### config.mk
export PLATFORM = sky130hd
export DESIGN_NAME = dma_burst_writer
export DESIGN_NICKNAME = d
export VERILOG_FILES = /design/src/rtl/dma_pkg.sv /design/src/rtl/dma_sync_fifo.sv /design/src/rtl/dma_burst_writer.sv
export SDC_FILE = /design/constraint.sdc
export NUM_CORES = 2
export LEC_CHECK = 0
export BUFFER_PORTS_ARGS = -buffer_cell sky130_fd_sc_hd__clkbuf_2
export CAP_MARGIN = 20
export CORE_UTILIZATION = 56
export DETAILED_ROUTE_END_ITERATION = 6
export PLACE_DENSITY = 0.75
export SYNTH_ARGS = -nofsm -noshare
export SYNTH_HDL_FRONTEND = slang
export SYNTH_SLANG_ARGS = --single-unit
### constraint.sdc
create_clock -name aclk -period 5.1 [get_ports aclk]
set_clock_uncertainty 0.15 [all_clocks]
set_input_delay 1.02 -clock aclk [delete_from_list [all_inputs] [get_ports aclk]]
set_output_delay 1.02 -clock aclk [all_outputs]
set_load 0.005 [all_outputs]
### src/rtl/dma_pkg.sv
// rtl/dma_pkg.sv - shared FSM type, AXI3 codes and burst size helper for the DMA burst writer
//
// Purpose : common definitions imported by dma_sync_fifo and dma_burst_writer.
// Ports   : none (package).
package dma_pkg;

  typedef enum logic [2:0] {
    ST_IDLE  = 3'd0,
    ST_ADDR  = 3'd1,
    ST_DATA  = 3'd2,
    ST_RESP  = 3'd3,
    ST_DONE  = 3'd4,
    ST_ERROR = 3'd5
  } state_t;

  localparam logic [1:0] BURST_INCR  = 2'b01;

  localparam logic [1:0] RESP_OKAY   = 2'b00;
  localparam logic [1:0] RESP_EXOKAY = 2'b01;
  localparam logic [1:0] RESP_SLVERR = 2'b10;
  localparam logic [1:0] RESP_DECERR = 2'b11;

  // Bytes covered by one burst of len beats of data_w bits.
  function automatic logic [31:0] burst_bytes(input int unsigned len, input int unsigned data_w);
    return 32'(len * (data_w / 8));
  endfunction

endpackage

### src/rtl/dma_sync_fifo.sv
// rtl/dma_sync_fifo.sv - first-word-fall-through synchronous FIFO with flush
//
// Purpose : buffers stream beats ahead of the AXI write channel; o_rdata shows
//           the head entry combinationally whenever the FIFO is not empty.
// Ports   : i_clk, i_rst_n (async active-low)
//           i_flush            drop all contents (push in the same cycle is discarded)
//           i_push, i_wdata    write side
//           i_pop, o_rdata     read side (FWFT)
//           o_full, o_empty, o_count  occupancy, o_count is 0..DEPTH
module dma_sync_fifo
  import dma_pkg::*;
#(
  parameter int DATA_W = 64,
  parameter int DEPTH  = 64,
  localparam int AW    = $clog2(DEPTH)
) (
  input  logic              i_clk,
  input  logic              i_rst_n,
  input  logic              i_flush,
  input  logic              i_push,
  input  logic [DATA_W-1:0] i_wdata,
  input  logic              i_pop,
  output logic [DATA_W-1:0] o_rdata,
  output logic              o_full,
  output logic              o_empty,
  output logic [AW:0]       o_count
);

  logic [DATA_W-1:0] r_mem [DEPTH];
  logic [AW-1:0]     r_wr_ptr;
  logic [AW-1:0]     r_rd_ptr;
  logic [AW:0]       r_count;
  logic              w_do_push;
  logic              w_do_pop;

  // DEPTH is a power of two, so the count MSB alone marks full.
  assign o_full    = r_count[AW];
  assign o_empty   = (r_count == '0);
  assign o_count   = r_count;
  assign o_rdata   = r_mem[r_rd_ptr];
  assign w_do_pop  = i_pop & ~o_empty;
  // A push at full is accepted only when a pop frees the slot in the same cycle.
  assign w_do_push = i_push & (~o_full | w_do_pop);

  always_ff @(posedge i_clk or negedge i_rst_n) begin
    if (!i_rst_n) begin
      r_wr_ptr <= '0;
      r_rd_ptr <= '0;
      r_count  <= '0;
    end else if (i_flush) begin
      r_wr_ptr <= '0;
      r_rd_ptr <= '0;
      r_count  <= '0;
    end else begin
      if (w_do_push) r_wr_ptr <= r_wr_ptr + 1'b1;
      if (w_do_pop)  r_rd_ptr <= r_rd_ptr + 1'b1;
      case ({w_do_push, w_do_pop})
        2'b10:   r_count <= r_count + 1'b1;
        2'b01:   r_count <= r_count - 1'b1;
        default: r_count <= r_count;
      endcase
    end
  end

  always_ff @(posedge i_clk) begin
    if (w_do_push && !i_flush) r_mem[r_wr_ptr] <= i_wdata;
  end

endmodule

### src/rtl/dma_burst_writer.sv
// rtl/dma_burst_writer.sv - AXI3 write-only DMA master, stream in, fixed INCR bursts out
//
// Purpose : buffers a valid/ready sample stream and writes it to memory as
//           BURST_LEN-beat INCR bursts, linear (num_bursts then done) or circular
//           (wrap to base until stopped). An AW is only issued once a whole burst
//           is buffered, so W never stalls on the stream side.
// Macro   : DMA_RESP_CHECK_EN - bresp != OKAY enters ERROR and sets sticky err_o;
//           undefined: bresp ignored, err_o tied 0.
// Ports   : aclk, rst_ni (async active-low)
//           start_i/stop_i pulses, circ_i/base_addr_i/num_bursts_i sampled at start
//           s_data_i/s_valid_i/s_ready_o   input stream (ready = FIFO not full)
//           m_axi_aw*/w*/b*                AXI3 write channels
//           busy_o, done_o, burst_cnt_o, drop_cnt_o, err_o  status
module dma_burst_writer
  import dma_pkg::*;
#(
  parameter int DATA_W     = 64,
  parameter int BURST_LEN  = 16,
  parameter int FIFO_DEPTH = 64,
  parameter int CNT_W      = 20
) (
  input  logic                aclk,
  input  logic                rst_ni,
  input  logic                start_i,
  input  logic                stop_i,
  input  logic                circ_i,
  input  logic [31:0]         base_addr_i,
  input  logic [CNT_W-1:0]    num_bursts_i,
  input  logic [DATA_W-1:0]   s_data_i,
  input  logic                s_valid_i,
  output logic                s_ready_o,
  output logic [31:0]         m_axi_awaddr,
  output logic                m_axi_awvalid,
  input  logic                m_axi_awready,
  output logic [3:0]          m_axi_awlen,
  output logic [2:0]          m_axi_awsize,
  output logic [1:0]          m_axi_awburst,
  output logic [DATA_W-1:0]   m_axi_wdata,
  output logic [DATA_W/8-1:0] m_axi_wstrb,
  output logic                m_axi_wlast,
  output logic                m_axi_wvalid,
  input  logic                m_axi_wready,
  input  logic                m_axi_bvalid,
  output logic                m_axi_bready,
  input  logic [1:0]          m_axi_bresp,
  output logic                busy_o,
  output logic                done_o,
  output logic [CNT_W-1:0]    burst_cnt_o,
  output logic [15:0]         drop_cnt_o,
  output logic                err_o
);

  localparam int                 FCNT_W         = $clog2(FIFO_DEPTH) + 1;
  localparam logic [31:0]        LP_BURST_BYTES = burst_bytes(BURST_LEN, DATA_W);
  localparam logic [FCNT_W-1:0]  LP_BURST_FILL  = FCNT_W'(BURST_LEN);
  localparam logic [3:0]         LP_LAST_BEAT   = 4'(BURST_LEN - 1);

  state_t             r_state;
  state_t             w_next;
  logic [31:0]        r_addr;
  logic [31:0]        r_base;
  logic [CNT_W-1:0]   r_num;
  logic               r_circ;
  logic [CNT_W-1:0]   r_burst_cnt;
  logic [3:0]         r_beat;
  logic               r_stop_pend;
  logic [15:0]        r_drop_cnt;

  logic               w_fifo_full;
  logic               w_fifo_empty;
  logic [FCNT_W-1:0]  w_fifo_count;
  logic [DATA_W-1:0]  w_fifo_rdata;

  logic               w_start_ok;
  logic               w_busy;
  logic               w_stop;
  logic               w_fill_ok;
  logic               w_w_hs;
  logic               w_b_err;
  logic [CNT_W-1:0]   w_cnt_inc;
  logic               w_last_pass;

  assign w_start_ok  = start_i && (num_bursts_i != '0) &&
                       ((r_state == ST_IDLE) || (r_state == ST_DONE) || (r_state == ST_ERROR));
  assign w_busy      = (r_state == ST_ADDR) || (r_state == ST_DATA) || (r_state == ST_RESP);
  // A stop arriving in the same cycle as the deciding event counts as pending.
  assign w_stop      = r_stop_pend | stop_i;
  assign w_fill_ok   = (w_fifo_count >= LP_BURST_FILL);
  assign w_w_hs      = m_axi_wvalid & m_axi_wready;
  assign w_cnt_inc   = r_burst_cnt + CNT_W'(1);
  assign w_last_pass = (w_cnt_inc == r_num);

`ifdef DMA_RESP_CHECK_EN
  logic r_err;
  assign w_b_err = (m_axi_bresp != RESP_OKAY);
  assign err_o   = r_err;
`else
  logic w_unused_bresp;
  assign w_unused_bresp = ^m_axi_bresp;
  assign w_b_err        = 1'b0;
  assign err_o          = 1'b0;
`endif

  dma_sync_fifo #(
    .DATA_W (DATA_W),
    .DEPTH  (FIFO_DEPTH)
  ) u_fifo (
    .i_clk   (aclk),
    .i_rst_n (rst_ni),
    .i_flush (w_start_ok),
    .i_push  (s_valid_i & s_ready_o),
    .i_wdata (s_data_i),
    .i_pop   (w_w_hs),
    .o_rdata (w_fifo_rdata),
    .o_full  (w_fifo_full),
    .o_empty (w_fifo_empty),
    .o_count (w_fifo_count)
  );

  assign s_ready_o     = ~w_fifo_full;
  assign m_axi_awaddr  = r_addr;
  assign m_axi_awlen   = LP_LAST_BEAT;
  assign m_axi_awsize  = 3'($clog2(DATA_W / 8));
  assign m_axi_awburst = BURST_INCR;
  assign m_axi_wdata   = w_fifo_rdata;
  assign m_axi_wstrb   = '1;
  assign burst_cnt_o   = r_burst_cnt;
  assign drop_cnt_o    = r_drop_cnt;

  // State register
  always_ff @(posedge aclk or negedge rst_ni) begin
    if (!rst_ni) r_state <= ST_IDLE;
    else         r_state <= w_next;
  end

  // Next-state logic
  always_comb begin
    w_next = r_state;
    unique case (r_state)
      ST_IDLE, ST_DONE: if (w_start_ok) w_next = ST_ADDR;
      // Stop before AW is offered ends cleanly with no partial burst.
      ST_ADDR: begin
        if (!w_fill_ok && w_stop)            w_next = ST_DONE;
        else if (w_fill_ok && m_axi_awready) w_next = ST_DATA;
      end
      ST_DATA: if (w_w_hs && (r_beat == LP_LAST_BEAT)) w_next = ST_RESP;
      ST_RESP: begin
        if (m_axi_bvalid) begin
          if (w_b_err)                       w_next = ST_ERROR;
          else if (w_stop)                   w_next = ST_DONE;
          else if (w_last_pass && !r_circ)   w_next = ST_DONE;
          else                               w_next = ST_ADDR;
        end
      end
`ifdef DMA_RESP_CHECK_EN
      ST_ERROR: if (w_start_ok) w_next = ST_ADDR;
`endif
      default: w_next = ST_IDLE;
    endcase
  end

  // Outputs decoded from state
  always_comb begin
    m_axi_awvalid = 1'b0;
    m_axi_wvalid  = 1'b0;
    m_axi_wlast   = 1'b0;
    m_axi_bready  = 1'b0;
    busy_o        = w_busy;
    done_o        = (r_state == ST_DONE);
    case (r_state)
      // The FIFO cannot drain in ADDR, so awvalid stays up until awready once raised.
      ST_ADDR: m_axi_awvalid = w_fill_ok;
      ST_DATA: begin
        m_axi_wvalid = ~w_fifo_empty;
        m_axi_wlast  = ~w_fifo_empty && (r_beat == LP_LAST_BEAT);
      end
      ST_RESP: m_axi_bready = 1'b1;
      default: ;
    endcase
  end

  // Datapath: configuration, address, counters
  always_ff @(posedge aclk or negedge rst_ni) begin
    if (!rst_ni) begin
      r_addr      <= '0;
      r_base      <= '0;
      r_num       <= '0;
      r_circ      <= 1'b0;
      r_burst_cnt <= '0;
      r_beat      <= '0;
      r_stop_pend <= 1'b0;
      r_drop_cnt  <= '0;
    end else begin
      if (w_start_ok) begin
        r_addr      <= base_addr_i;
        r_base      <= base_addr_i;
        r_num       <= num_bursts_i;
        r_circ      <= circ_i;
        r_burst_cnt <= '0;
        r_drop_cnt  <= '0;
      end else begin
        if (s_valid_i && !s_ready_o && (r_drop_cnt != 16'hFFFF))
          r_drop_cnt <= r_drop_cnt + 16'd1;
        if ((r_state == ST_RESP) && m_axi_bvalid && !w_b_err) begin
          if (w_last_pass && r_circ && !w_stop) begin
            r_addr      <= r_base;
            r_burst_cnt <= '0;
          end else begin
            r_addr      <= r_addr + LP_BURST_BYTES;
            r_burst_cnt <= w_cnt_inc;
          end
        end
      end

      if (r_state == ST_ADDR) r_beat <= '0;
      else if (w_w_hs)        r_beat <= r_beat + 4'd1;

      if (w_start_ok || (w_next == ST_DONE)) r_stop_pend <= 1'b0;
      else if (w_busy && stop_i)             r_stop_pend <= 1'b1;
    end
  end

`ifdef DMA_RESP_CHECK_EN
  always_ff @(posedge aclk or negedge rst_ni) begin
    if (!rst_ni)                                                   r_err <= 1'b0;
    else if (w_start_ok)                                           r_err <= 1'b0;
    else if ((r_state == ST_RESP) && m_axi_bvalid && w_b_err)      r_err <= 1'b1;
  end
`endif

endmodule

==> impl_results.rst <==
.. list-table::
   :header-rows: 1

   * - Metric
     - Value
   * - Outcome
     - complete, but fails checks
   * - Violations in the final reports
     - negative setup slack
   * - Sum of overflow across all layers after global routing
     - 0
   * - Fillers
     - 17,200
   * - Yosys warning total
     - 0
   * - Maximum number of pins on one net before global-route repair
     - 82
   * - CTS H-tree lvls
     - 5
   * - Unrepaired setup endpoints after global routing
     - yes
   * - Post-synthesis to final-layout area growth
     - 16.3%
   * - Core box area
     - 289,000 µm²
   * - Average wire per cell in the routed design
     - 41.2 µm
   * - Final cycle utilization of the critical path
     - 1.02
   * - Clock Power Share
     - 0.414
   * - Final Net Count
     - 7,721
   * - Post-Route Utilization
     - 0.657
   * - Final Max Slew Viols
     - 0
   * - Leakage component of the power
     - 0.0586 µW
   * - Syn_area_per_cell
     - 24.1 µm²
   * - Switching fraction of total power
     - 0.224
   * - IO Port Bufs
     - 263
   * - Cell with the largest stage delay on the worst path
     - sky130_fd_sc_hd__mux4_2
   * - Final hold violations
     - 0
   * - Largest cells by area after synthesis
     - sky130_fd_sc_hd__edfxtp_1 (75%), sky130_fd_sc_hd__mux4_2 (19%), sky130_fd_sc_hd__dfrtp_1 (2.3%)
   * - Data required time at the worst endpoint
     - 3.93 ns
   * - Number of flip-flops and latches in the synthesized netlist
     - 4,244
   * - Clock tree from TritonCTS
     - done
   * - Initial cell density of the core
     - 0.565
   * - Peak Freq
     - 192 MHz
   * - Switching power
     - 16,300 µW
   * - Critical path peak fanout
     - 9
   * - Cells along the critical path
     - buf_12 -> buf_16 -> buf_16 -> buf_16 -> buf_4 -> mux4_2 -> mux4_2 -> mux4_2 -> clkbuf_2
   * - Later-pin clock latency in the skew report
     - 0.99 ns
   * - Vias after detailed routing
     - 85,000
   * - Worst path setup slack after routing
     - -0.0978 ns
   * - Clk Tree Root Cell
     - sky130_fd_sc_hd__clkbuf_16
   * - Post-synth cell types
     - 73
   * - Post-Syn Area
     - 163,000 µm²
   * - Cell type contributing the most total cell area after synthesis
     - sky130_fd_sc_hd__edfxtp_1
   * - Ratio of cells with drive above 1 in the final layout
     - 0.349
   * - Cts bufs inserted
     - 410
   * - Number of violations reported at the end of detailed-routing iteration 0
     - 14,200
   * - Post-layout power
     - 72,500 µW
   * - Slew margin rel.
     - 0.206
   * - HP Class
     - primary input to flip-flop
   * - Vias in the first global route
     - 84,500
   * - Area used by multi-input combinational logic
     - 35,300 µm²
   * - Horizontal die dimension
     - 541 µm
   * - Predominant post-synthesis flop cell
     - sky130_fd_sc_hd__edfxtp_1
   * - Synthesized instance count
     - 6,762
   * - Commonest cells post-synth
     - sky130_fd_sc_hd__edfxtp_1 (4,096), sky130_fd_sc_hd__mux4_2 (1,344), sky130_fd_sc_hd__clkbuf_1 (249)
   * - Sequential cell area fraction in the yosys report
     - 0.777
   * - Max-Cap Viols
     - 0
   * - Number of clock sinks seen by CTS
     - 4,244
   * - Die Area
     - 293,000 µm²
   * - First-pass GRT wire length
     - 660,000 µm
   * - I/O pins
     - 284
   * - Die span in y
     - 541 µm
   * - Arrival time reported for the critical path endpoint
     - 4.03 ns
   * - Share of power burned in combinational logic
     - 0.044
   * - Setup Viol. Count Final
     - 40
   * - Placer's final routability congestion estimate
     - 0.843
   * - Worst supply voltage drop on vdd
     - 338 µV
   * - Slowest Stage Delay on Critical Path
     - 0.61 ns
   * - Slew of the pin with the lowest slew margin
     - 1.19 ns
   * - Num rows
     - 197
   * - Fraction of registers with async set or reset after synthesis
     - 0.0349
   * - Number of detailed-routing iterations run before antenna repair
     - 7
   * - Final antenna-violating net count
     - 0
   * - Sort of element at the end of the critical path
     - output port
   * - Share of the synthesized area in the top cell type
     - 0.755
   * - Power density normalized to cell area
     - 383 nW/µm²
   * - Shortest clock period the worst path allows after layout
     - 5.20 ns
   * - Most frequently used cell type in the post-synthesis netlist
     - sky130_fd_sc_hd__edfxtp_1
   * - Register cell area after layout
     - 127,000 µm²
   * - Post-synth EDFFs
     - 4,096
   * - Crit path launch type
     - flip-flop
   * - Final routed DRC violation total
     - 0
   * - Maximum count of clock buffers along a single path
     - 4
   * - Total Neg Setup Slack
     - -1.59 ns
   * - Via density per instance
     - 7.19
   * - Overall Global Routing Usage
     - 0.327
   * - Share of power burned in registers
     - 0.542
   * - Half-perimeter wire length after detailed placement
     - 217,000 µm
   * - Routed wire length
     - 486,000 µm
   * - Clock input transition at the sequential cells of the worst setup and hold paths
     - 0.06 ns
   * - Critical path class
     - flip-flop to output port
   * - Power Internal
     - 56,300 µW
   * - Antenna violations before repair
     - 22
## placed cells by master, fill, tap and decap left out, drive strengths merged, types with 10 or more instances in the layout
master / count
xnor2: 42
o21ai: 44
and3: 15
and2: 10
clkinvlp: 14
diode: 13
dfrtp: 148
a31oi: 12
xor2: 32
bufinv: 27
o211ai: 11
a21oi: 36
nor2: 142
or3: 11
nor4: 14
nand4: 18
mux2i: 20
buf: 482
nand2: 220
a21o: 12
inv: 24
clkinv: 217
conb: 18
edfxtp: 4096
nor3: 20
ha: 12
clkbuf: 758
nand3: 35
mux4: 1344
## area by class of cell
class,instances,area share
clock buffers,482,0.0559
multi-input cells,2150,0.186
repair buffers,762,0.0509
flip-flops and latches,4244,0.669
diodes,13,0.000172
well taps,3880,0.0256
clock inverters,269,0.0123
inverters,13,0.000257
## logic make-up after synthesis
family,share of synthesized area
flops,0.777
mux,0.187
simple gates,0.0143
buf+inv,0.00939
compound gates,0.00660
xor+xnor,0.00412
fa+ha+maj,0.00104
other cells,0.0000461
## state kept, by name (all words and copies together), names as in the netlist
signal,flops
u_fifo.r_mem,4096
m_axi_awaddr,32
r_base,32
burst_cnt_o,20
r_num,20
drop_cnt_o,16
u_fifo.o_count,7
u_fifo.r_rd_ptr,6
u_fifo.r_wr_ptr,6
r_beat,4
r_state,3
r_circ,1
r_stop_pend,1
## per-layer routing
| layer | GRT usage | vias to the layer above | routed length [µm] |
|---|---|---|---|
| li1 | - | 30700 | - |
| met1 | 0.420 | 44300 | 158000 |
| met2 | 0.523 | 8323 | 235000 |
| met3 | 0.0847 | 1608 | 65000 |
| met4 | 0.161 | 24 | 28200 |
| met5 | 0 | - | 144 |
## power groups by stage
stage                     clock (µW)  combinational [µW]  sequential [µW]
after floorplan                    0                1340            39900
after global placement             0                2850            40000
after detailed placement           0                2950            40000
after CTS                      29800                2980            39300
after global routing           31300                3350            39300
final                          30000                3170            39300
## path summary, 6_finish.rpt
kind                               endpoint               start  slack [ns]  cells past startpoint
setup / recovery            m_axi_wdata[34]  u_fifo.r_rd_ptr[0]        -0.1                      9
hold / removal                    r_base[6]      base_addr_i[6]        0.10                      3
setup reg to reg           m_axi_awaddr[31]      burst_cnt_o[3]        0.87                      9
hold reg to reg                  r_base[25]          r_base[25]        0.32                      2
max in group asynchronous  m_axi_awaddr[23]              rst_ni        3.19                      3
min in group asynchronous    drop_cnt_o[12]              rst_ni        0.56                      2
## critical path, delay by kind of cell (launching register included)
kind	cells	cell delay, ns
muxes	3	1.60
buffers and inverters	6	1.03
DFF	1	0.41
## per-stage QoR
| stage | instance area [µm²] | hold slack [ns] | setup slack, ns | instances |
|---|---|---|---|---|
| after detailed placement | 172000 | 0.309 | 0.0372 | 10900 |
| after floorplan | 163000 | 0.279 | -0.823 | 6778 |
| after CTS | 187000 | 0.0689 | -0.0808 | 11700 |
| after global placement | 172000 | 0.289 | -0.0293 | 10900 |
| after global routing | 190000 | 0.123 | -0.122 | 11800 |
| final | 190000 | 0.102 | -0.0978 | 11800 |
## timing repair
action / in CTS / in global routing
cloned: 34 / 22
endpoints found under the setup margin: 64 / 51
hold buffers: 1 / 0
resized for setup: 130 / 51
setup buffers: 60 / 26
endpoints found under the hold margin: 4 / 0
Note: power is estimated with default switching activity, not from simulation.
